## config.mk

```make
export PLATFORM = sky130hd
export DESIGN_NAME = ddr_sdram_responder
export DESIGN_NICKNAME = d
export VERILOG_FILES = /design/src/rtl/ddr_sdram_responder.sv
export SDC_FILE = /design/constraint.sdc
export NUM_CORES = 2
export LEC_CHECK = 0
export ABC_AREA = 1
export CAP_MARGIN = 25
export CORE_MARGIN = 1.5
export CORE_UTILIZATION = 60
export DETAILED_ROUTE_END_ITERATION = 10
export DONT_BUFFER_PORTS = 1
export MAX_ROUTING_LAYER = met4
export PLACE_DENSITY = 0.78
export RECOVER_POWER = 50
export SLEW_MARGIN = 20
export SYNTH_ARGS = -nofsm -noshare
export SYNTH_HDL_FRONTEND = slang
export SYNTH_SLANG_ARGS = --single-unit
```

## constraint.sdc

```tcl
create_clock -name clk133_p -period 6.4 [get_ports clk133_p]
set_input_delay 0.64 -clock clk133_p [delete_from_list [all_inputs] [get_ports clk133_p]]
set_output_delay 0.64 -clock clk133_p [all_outputs]
set_load 0.02 [all_outputs]
```

## src/rtl/ddr_sdram_responder.sv

```systemverilog
`default_nettype none
// +--------------------------------------------------------------------------+
// | Module      : ddr_sdram_responder                                        |
// | Description : Single-clock DDR SDRAM target model. Decodes the command   |
// |               bus, walks the power-up sequence, enforces tRP/tRCD/tMRD/  |
// |               tRFC, tracks open rows per bank and serves one 32-bit word |
// |               per burst from a small internal array. The first protocol  |
// |               error is latched in a sticky flag/code pair.               |
// | Ports       : clk133_p        - sole clock, rising edge                  |
// |               rst             - asynchronous reset, active low           |
// |               sd_CKE/sd_CS    - clock enable / chip select (active low)  |
// |               sd_RAS/CAS/WE   - command bits                             |
// |               sd_BA, sd_A     - bank and row/column/mode address         |
// |               wrData          - write word, sampled the cycle after WRITE|
// |               rdData/rdValid  - read word and its one-cycle strobe       |
// |               initDone        - power-up sequence complete               |
// |               violation/Code  - sticky error flag and first error code   |
// | Revision    : 1.0 - initial release                                      |
// +--------------------------------------------------------------------------+
module ddr_sdram_responder #(
   parameter int ROW_IDX = 2,
   parameter int COL_IDX = 2,
   parameter int TRP     = 2,
   parameter int TRCD    = 2,
   parameter int TMRD    = 2,
   parameter int TRFC    = 10
) (
   input  logic        clk133_p,
   input  logic        rst,
   input  logic        sd_CKE,
   input  logic        sd_CS,
   input  logic        sd_RAS,
   input  logic        sd_CAS,
   input  logic        sd_WE,
   input  logic [1:0]  sd_BA,
   input  logic [12:0] sd_A,
   input  logic [31:0] wrData,
   output logic [31:0] rdData,
   output logic        rdValid,
   output logic        initDone,
   output logic        violation,
   output logic [2:0]  violationCode
);

   // Timer width: wide enough for the longest programmed interval.
   localparam int c_TW    = $clog2(TRFC + TRP + TRCD + TMRD + 2);
   localparam int c_IW    = 2 + ROW_IDX + COL_IDX;
   localparam int c_DEPTH = 1 << c_IW;

   localparam logic [c_TW-1:0] c_T_ONE    = c_TW'(1);
   localparam logic [c_TW-1:0] c_TRP_M1   = c_TW'(TRP - 1);
   localparam logic [c_TW-1:0] c_TRP_AP   = c_TW'(TRP);
   localparam logic [c_TW-1:0] c_TRCD_M1  = c_TW'(TRCD - 1);
   localparam logic [c_TW-1:0] c_TMRD_M1  = c_TW'(TMRD - 1);
   localparam logic [c_TW-1:0] c_TRFC_M1  = c_TW'(TRFC - 1);

   localparam logic [2:0] c_CMD_NOP = 3'b111;
   localparam logic [2:0] c_CMD_ACT = 3'b011;
   localparam logic [2:0] c_CMD_RD  = 3'b101;
   localparam logic [2:0] c_CMD_WR  = 3'b100;
   localparam logic [2:0] c_CMD_PRE = 3'b010;
   localparam logic [2:0] c_CMD_REF = 3'b001;
   localparam logic [2:0] c_CMD_LMR = 3'b000;

   localparam logic [3:0] c_ST_WAIT_CKE  = 4'd0;
   localparam logic [3:0] c_ST_WAIT_PRE  = 4'd1;
   localparam logic [3:0] c_ST_WAIT_EMR  = 4'd2;
   localparam logic [3:0] c_ST_WAIT_MR   = 4'd3;
   localparam logic [3:0] c_ST_WAIT_PRE2 = 4'd4;
   localparam logic [3:0] c_ST_WAIT_REF1 = 4'd5;
   localparam logic [3:0] c_ST_WAIT_REF2 = 4'd6;
   localparam logic [3:0] c_ST_WAIT_TRFC = 4'd7;
   localparam logic [3:0] c_ST_READY     = 4'd8;

   logic [3:0]              r_state;
   logic [3:0]              w_state_nxt;
   logic [3:0]              w_seq_nxt;
   logic                    w_seq_ok;
   logic [c_TW-1:0]         r_tmrd;
   logic [c_TW-1:0]         r_trfc;

   logic                    w_cmd_vld;
   logic [2:0]              w_cmd;
   logic                    w_is_nop;
   logic                    w_ready;
   logic                    w_mode_ok;
   logic [2:0]              w_err_code;
   logic                    w_exec;
   logic                    w_exec_act;
   logic                    w_exec_rd;
   logic                    w_exec_wr;
   logic                    w_exec_pre;
   logic                    w_exec_ref;
   logic                    w_exec_lmr;

   logic [3:0]              w_open;
   logic [3:0][ROW_IDX-1:0] w_rows;
   logic [3:0]              w_trp_zero;
   logic [3:0]              w_trcd_zero;
   logic [c_IW-1:0]         w_idx;

   logic [31:0]             r_mem [0:c_DEPTH-1];
   logic                    r_wr_pend;
   logic [c_IW-1:0]         r_wr_idx;
   logic                    r_rd_v1;
   logic                    r_rd_v2;
   logic [c_IW-1:0]         r_rd_idx1;
   logic [c_IW-1:0]         r_rd_idx2;

   // Only some address bits carry meaning; fold the rest away.
   logic                    w_unused;
   assign w_unused = &{1'b0, sd_A};

   // Deselected or clock-disabled cycles look exactly like NOP.
   assign w_cmd_vld = sd_CKE && !sd_CS;
   assign w_cmd     = w_cmd_vld ? {sd_RAS, sd_CAS, sd_WE} : c_CMD_NOP;
   assign w_is_nop  = (w_cmd == c_CMD_NOP);
   assign w_mode_ok = (sd_A[6:4] == 3'b010) && (sd_A[2:0] == 3'b001);

   // The cycle tRFC expires after the second refresh already decodes as READY.
   assign w_ready   = (r_state == c_ST_READY) ||
                      ((r_state == c_ST_WAIT_TRFC) && (r_trfc == '0));
   assign initDone  = (r_state == c_ST_READY);

   assign w_idx     = {sd_BA, w_rows[sd_BA], sd_A[COL_IDX:1]};

   always_comb begin
      w_err_code  = 3'd0;
      w_seq_ok    = 1'b0;
      w_seq_nxt   = r_state;
      w_state_nxt = r_state;

      case (r_state)
         c_ST_WAIT_PRE: begin
            w_seq_ok  = (w_cmd == c_CMD_PRE) && sd_A[10];
            w_seq_nxt = c_ST_WAIT_EMR;
         end
         c_ST_WAIT_EMR: begin
            w_seq_ok  = (w_cmd == c_CMD_LMR) && (sd_BA == 2'b01);
            w_seq_nxt = c_ST_WAIT_MR;
         end
         c_ST_WAIT_MR: begin
            w_seq_ok  = (w_cmd == c_CMD_LMR) && (sd_BA == 2'b00) && w_mode_ok;
            w_seq_nxt = c_ST_WAIT_PRE2;
         end
         c_ST_WAIT_PRE2: begin
            w_seq_ok  = (w_cmd == c_CMD_PRE) && sd_A[10];
            w_seq_nxt = c_ST_WAIT_REF1;
         end
         c_ST_WAIT_REF1: begin
            w_seq_ok  = (w_cmd == c_CMD_REF);
            w_seq_nxt = c_ST_WAIT_REF2;
         end
         c_ST_WAIT_REF2: begin
            w_seq_ok  = (w_cmd == c_CMD_REF);
            w_seq_nxt = c_ST_WAIT_TRFC;
         end
         default: ;
      endcase

      if ((r_state == c_ST_WAIT_CKE) && sd_CKE) begin
         w_state_nxt = c_ST_WAIT_PRE;
      end
      if ((r_state == c_ST_WAIT_TRFC) && (r_trfc == '0)) begin
         w_state_nxt = c_ST_READY;
      end

      if (!w_is_nop) begin
         if (!w_ready) begin
            if (!w_seq_ok)            w_err_code = 3'd1;
            else if (r_trfc != '0)    w_err_code = 3'd5;
            else if (r_tmrd != '0)    w_err_code = 3'd4;
            else                      w_state_nxt = w_seq_nxt;
         end else if (r_trfc != '0) begin
            w_err_code = 3'd5;
         end else if (r_tmrd != '0) begin
            w_err_code = 3'd4;
         end else begin
            case (w_cmd)
               c_CMD_ACT: begin
                  if (w_open[sd_BA])           w_err_code = 3'd7;
                  else if (!w_trp_zero[sd_BA]) w_err_code = 3'd2;
               end
               c_CMD_RD, c_CMD_WR: begin
                  if (!w_open[sd_BA])           w_err_code = 3'd6;
                  else if (!w_trcd_zero[sd_BA]) w_err_code = 3'd3;
               end
               c_CMD_PRE: ;
               c_CMD_REF: begin
                  if (|w_open) w_err_code = 3'd1;
               end
               c_CMD_LMR: begin
                  if (|w_open)                             w_err_code = 3'd1;
                  else if ((sd_BA == 2'b00) && !w_mode_ok) w_err_code = 3'd1;
               end
               default: w_err_code = 3'd1;   // BURST STOP is not supported
            endcase
         end
      end
   end

   assign w_exec     = !w_is_nop && (w_err_code == 3'd0);
   assign w_exec_act = w_exec && (w_cmd == c_CMD_ACT);
   assign w_exec_rd  = w_exec && (w_cmd == c_CMD_RD);
   assign w_exec_wr  = w_exec && (w_cmd == c_CMD_WR);
   assign w_exec_pre = w_exec && (w_cmd == c_CMD_PRE);
   assign w_exec_ref = w_exec && (w_cmd == c_CMD_REF);
   assign w_exec_lmr = w_exec && (w_cmd == c_CMD_LMR);

   for (genvar b = 0; b < 4; b++) begin : g_bank
      logic               r_open;
      logic [ROW_IDX-1:0] r_row;
      logic [c_TW-1:0]    r_trp;
      logic [c_TW-1:0]    r_trcd;
      logic               w_hit;

      assign w_hit          = (sd_BA == 2'(b));
      assign w_open[b]      = r_open;
      assign w_rows[b]      = r_row;
      assign w_trp_zero[b]  = (r_trp == '0);
      assign w_trcd_zero[b] = (r_trcd == '0);

      always_ff @(posedge clk133_p or negedge rst) begin
         if (!rst) begin
            r_open <= 1'b0;
            r_row  <= '0;
            r_trp  <= '0;
            r_trcd <= '0;
         end else begin
            if (r_trp != '0)  r_trp  <= r_trp - c_T_ONE;
            if (r_trcd != '0) r_trcd <= r_trcd - c_T_ONE;
            if (w_exec_act && w_hit) begin
               r_open <= 1'b1;
               r_row  <= sd_A[ROW_IDX-1:0];
               r_trcd <= c_TRCD_M1;
            end
            if (w_exec_pre && (sd_A[10] || w_hit)) begin
               r_open <= 1'b0;
               r_trp  <= c_TRP_M1;
            end
            // Auto-precharge: the implicit precharge lands one cycle after
            // the access, so the count is one longer than an explicit PRE.
            if ((w_exec_rd || w_exec_wr) && w_hit && sd_A[10]) begin
               r_open <= 1'b0;
               r_trp  <= c_TRP_AP;
            end
         end
      end
   end

   always_ff @(posedge clk133_p or negedge rst) begin
      if (!rst) begin
         r_state       <= c_ST_WAIT_CKE;
         r_tmrd        <= '0;
         r_trfc        <= '0;
         violation     <= 1'b0;
         violationCode <= 3'd0;
         r_wr_pend     <= 1'b0;
         r_wr_idx      <= '0;
         r_rd_v1       <= 1'b0;
         r_rd_v2       <= 1'b0;
         r_rd_idx1     <= '0;
         r_rd_idx2     <= '0;
         rdValid       <= 1'b0;
         rdData        <= 32'd0;
      end else begin
         r_state <= w_state_nxt;

         if (r_tmrd != '0) r_tmrd <= r_tmrd - c_T_ONE;
         if (w_exec_lmr)   r_tmrd <= c_TMRD_M1;
         if (r_trfc != '0) r_trfc <= r_trfc - c_T_ONE;
         if (w_exec_ref)   r_trfc <= c_TRFC_M1;

         if ((w_err_code != 3'd0) && !violation) begin
            violation     <= 1'b1;
            violationCode <= w_err_code;
         end

         r_wr_pend <= w_exec_wr;
         if (w_exec_wr) r_wr_idx <= w_idx;

         // Array is read two edges after READ; a WRITE one cycle ahead of the
         // READ has already committed by then, which gives write-first order.
         r_rd_v1 <= w_exec_rd;
         if (w_exec_rd) r_rd_idx1 <= w_idx;
         r_rd_v2   <= r_rd_v1;
         r_rd_idx2 <= r_rd_idx1;
         rdValid   <= r_rd_v2;
         if (r_rd_v2) rdData <= r_mem[r_rd_idx2];
      end
   end

   // Storage is intentionally not cleared by reset.
   always_ff @(posedge clk133_p) begin
      if (r_wr_pend) r_mem[r_wr_idx] <= wrData;
   end

endmodule
`default_nettype wire

```

; ---- Word level (Yosys, flattened, before mapping)
; Memories as Yosys holds them, arrays and structs flattened. A register that Yosys moved wholly into a read port is not among the register bits.
; Index checks and enable logic that the tools add are counted.
[word_totals]
mem_count = 1
in_bits = 54
wordCells = 217
output_inout_bits = 38
ff_bits = 92
ram_bits = 2048
[op_classes]
mux = 71
n_lt_le_gt_ge = 1
n_eq_ne = 20
reduce_logical = 86
add_sub_neg = 10
[mem_list]
columns = name, depth, width, read_ports, rd_ports_with_merged_regs, write_ports, line_no
row1 = r_mem, 64, 32, 1, 1, 1, 102  ; logic [31:0] r_mem [0:c_DEPTH-1];
[ops]
columns = cell, n
row1 = $mux 5, 24
row2 = $reduce_bool 5->1, 10
row3 = $sub 5x1->5 const B, 10
row4 = $logic_not 5->1, 9
row5 = $logic_and 1x1->1, 33
row6 = $mux 3, 10
row7 = $mux 4, 7
row8 = $reduce_bool 3->1, 9
row9 = $pmux 4 s6, 1
row10 = $mux 1, 20
row11 = $eq 4x3->1 const B, 4
row12 = $pmux 3 s5, 1
row13 = $reduce_bool 2->1, 6
row14 = $ne 11x1->1 const B, 1
row15 = $eq 3x2->1 const B, 3
row16 = $eq 3x3->1 const B, 3
row17 = $eq 4x2->1 const B, 2
row18 = $bmux 1 s2, 3
row19 = $eq 3x1->1 const B, 2
row20 = $logic_not 3->1, 2
row21 = $logic_or 1x1->1, 6
row22 = $mux 2, 3
row23 = $reduce_or 2->1, 3
row24 = $logic_not 1->1, 5
row25 = other kinds (10), 11

; ---- Logic depth before layout (Yosys ltp)
[depth]
word_depth = 18
mapped_depth = 21
ltp_nobuf = 21

; ---- Worst setup path before layout
; OpenSTA, ideal clock, no wires.
[synth_path]
kind = register -> register
start = register r_wr_pend
end = memory r_mem[0][0] (enable)
setup_ps = 421
stages_incl_launch_ff = 4
synth_period_minus_slack_ps = 2630
arrival_ps = 2209
path_buffers = 1
required_time_ps = 5979
slack_ps = 3770
cell_sequence = dfrtp_1 > clkbuf_1 > nand4_1 > nor2_1
[synth_via]
elab_chain_len = 2
[synth_rtl]
columns = element, line_no
row1 = "start, declared", 103  ; logic r_wr_pend;
row2 = "start signal, assigned", 279  ; r_wr_pend <= w_exec_wr;
row3 = $mux 1, 295  ; if (r_wr_pend) r_mem[r_wr_idx] <= wrData;
row4 = $mux 1 (implied by the code), 295
row5 = "end, declared", 102
; Every way passes these cells.

==> results.md <==
- CP Data Required Time: 6.03 ns
- Register area share after synthesis: 75.2%
- DRT iter0 DRCs: 9753
- First-pass GRT wire length: 344000 um
- Commonest cells after routing, fill and taps aside: 2048 x edfxtp_1, 1265 x nor2_1, 1254 x o21ai_0
- Clock buffer count from CTS: 206
- Gp weighted congestion: 0.849
- Final nets: 6722
- Clk Latency, worst-skew pair: 0.87 ns
- Worst hold path type: in2reg
- Mean Syn Cell Area: 12.8 um2
- Count of final setup violators: 0
- Outcome: finished, violations left
- DRC: 0
- WL/cell: 27.2 um
- Post-DR vias/cell: 6.62
- Post-synth EDFFs: 2048
- CTS H-tree lvls: 4
- Fin crit share: 65.4%
- All-layer global routing usage: 33.2%
- R2R Path Start: r_rd_idx2[0]$_DFF_PN0_
- Largest net degree at the start of global routing: 225
- Dpl ws: 2.56 ns
- Initial antenna violation count: 8
- Worst Reg-to-Reg Cells: 10
- Final worst path period need: 4.18 ns
- Predominant post-synthesis flop cell: edfxtp_1
- Global route overflow: 0
- Syn Nets: 6803
- Critical path class: in2async
- Vias in the first global route: 55000
- Core footprint: 0.142 mm2
- Seq cells post-synth: 2172
- Commonest non-fill, non-tap cell in the layout: edfxtp_1
- Max Clk Rate: 239 MHz
- Final Hold Viols: 0
- Die area: 0.145 mm2
- Mapped Area: 0.0859 mm2
- Die Y: 381 um
- ANT nets after route: 0
- Power Density: 303 mW/mm2
- Cell family with most CP delay: buffers and inverters
- Worst hold margin: 0.0627 ns
- RSZ-0062 raised after global routing: false
- Detailed Place HPWL: 121000 um
- Synthesis Warnings: 0
- Worst setup path start: rst
- Critical Path AT: 3.81 ns
- Failing checks: capacitance limit, slew limit
- Fillers: 9362
- Setup Total Neg Slack: 0 ns
- Hold wc startpoint: sd_A[10]
- CP cell instances: dlygate4sd3_1 > clkbuf_2
- Final worst setup slack: 2.22 ns
- # Post-CTS Setup Buffers: 0
- Worst-path clk slew: 0.06 ns
- Worst ir drop on vdd: 263 uV
- DR vias: 57800
- Actual slew at the worst max-slew pin: 3.60 ns
- Netlist cell types: 43
- Clock sinks: 2172
- Mapped Cells: 6731
- 1st-pass router iterations: 9
- Multi-input logic area: 0.0194 mm2
- Layout cell share with drive strength beyond 1: 7.82%
- Dpl cells: 8292
- Post-synthesis async set-or-reset flop share: 5.71%
- Row count: 138
- Max clock buf depth: 3
- Crit path buffers/inverters: 2
- Delay of the slowest critical-path stage: 2.50 ns
- P&R area growth vs syn: 10.5%
- CTS tree: built
- Cell count along the critical path: 2
- CP endpoint kind: async pin
- Max-cap viol count: 33
- Relative slew margins: -140%
- Clock Tree Root: clkbuf_16
- Initial Util: 60.6%
- CP startpoint kind: input port
- Maximum fanout along the worst path: 124
- Pleak: 31.6 nW
- Drt total wl: 238000 um
- Chip Width: 381 um
- Pins over their slew limit: 2207
- Worst clock skew: 0.0536 ns
- Hold Path Stages: 3
- Ports: 92
- Register area: 0.0646 mm2
- Crit-path slowest cell: clkbuf_2
- Count of input and output buffers: 0
- Post-Layout Cell Count: 8724
==> power breakdown <==
part | switching (mW) | internal, mW | total, mW
sequential | 0.128 | 15.7 | 15.9
combinational | 0.677 | 0.325 | 1.00
clock | 5.31 | 6.60 | 11.9
==> worst paths after layout <==
check / endpoint / slack (ns)
hold reg to reg: r_rd_v2$_DFF_PN0_ / 0.36
hold / removal: g_bank[0].r_open$_DFFE_PN0P_ / 0.06
max in group clk133_p: rdData[29]$_DFFE_PN0P_ / 2.26
min in group asynchronous: rdData[29]$_DFFE_PN0P_ / 1.62
setup / recovery: r_rd_idx2[0]$_DFF_PN0_ / 2.22
setup reg to reg: rdData[29]$_DFFE_PN0P_ / 2.26
==> per-layer routing <==
layer	global-route usage (%)	part of all wire, %	wire length [um]
met1	42.4	34	81800
met2	49.5	46	109000
met3	7.94	14	32700
met4	17.8	5.8	13800
met5	-	0	0
==> Yosys cell counts, types with 5 or more instances <==
cell type  number  area (um2)
edfxtp_1     2048       61500
nor2_1       1329        4990
o21ai_0      1254        6280
o22ai_1       608        3800
nand2_1       363        1360
clkbuf_1      360        1350
nand3_1       240        1200
inv_1         136         510
dfrtp_1       124        3100
buf_2          55         275
buf_1          34         128
a21oi_1        26         130
nor3_1         19        95.1
ha_1           18         225
o21ai_1        14        70.1
o21ai_2        13         114
nand4_1        12        75.1
xor2_1         12         105
nand2_2         8        50.1
xnor2_1         8        70.1
nand3_2         6        60.1
inv_2           5        18.8
nor2_4          5        56.3
==> metrics by stage <==
stage	utilization, %	power, mW	area, um2
floorplan	-	16.7	85900
global placement	62.1	16.8	88000
detailed placement	62.1	16.9	88100
CTS	67.5	28.8	95600
global route	66.9	29.5	94900
finish	66.9	28.8	94900
==> what timing repair did <==
item                                    CTS  global route
setup endpoints to repair                 0             0
gates resized for setup                   0             0
hold buffers                             39             0
endpoints found under the hold margin  2183             0
==> state kept, by name, indices dropped and copies added (netlist names) <==
signal	cells
violation	1
r_rd_v1	1
g_bank.r_trcd	20
r_rd_v2	1
g_bank.r_trp	20
g_bank.r_row	8
r_mem	2048
r_wr_pend	1
r_trfc	5
violationCode	3
r_state	4
rdValid	1
g_bank.r_open	4
r_rd_idx2	6
r_wr_idx	6
r_tmrd	5
rdData	32
r_rd_idx1	6
==> logic make-up (layout without fill, tap and decap cells) <==
group / after synthesis / count (layout) / synth area share, %
multiplexers: 1 / 1 / 0.0117
buffers and inverters: 596 / 691 / 2.72
XOR/XNOR: 20 / 20 / 0.204
flip-flops: 2172 / 2172 / 75.2
AO/OA/AOI/OAI: 1929 / 1929 / 12.3
AND/OR/NAND/NOR: 1995 / 1995 / 9.31
adder cells (fa/ha/maj): 18 / 18 / 0.262
other: 0 / 8 / 0
==> cell type report <==
| type | count | area share, % |
|---|---|---|
| inverters | 142 | 0.588 |
| clock buffers | 262 | 5.72 |
| well taps | 1890 | 2.49 |
| clock inverters | 122 | 1.24 |
| diodes | 8 | 0.0211 |
| multi-input cells | 3963 | 20.4 |
| repair buffers | 165 | 1.40 |
| flip-flops and latches | 2172 | 68.1 |
No activity file was read; power rests on OpenSTA's default activity.
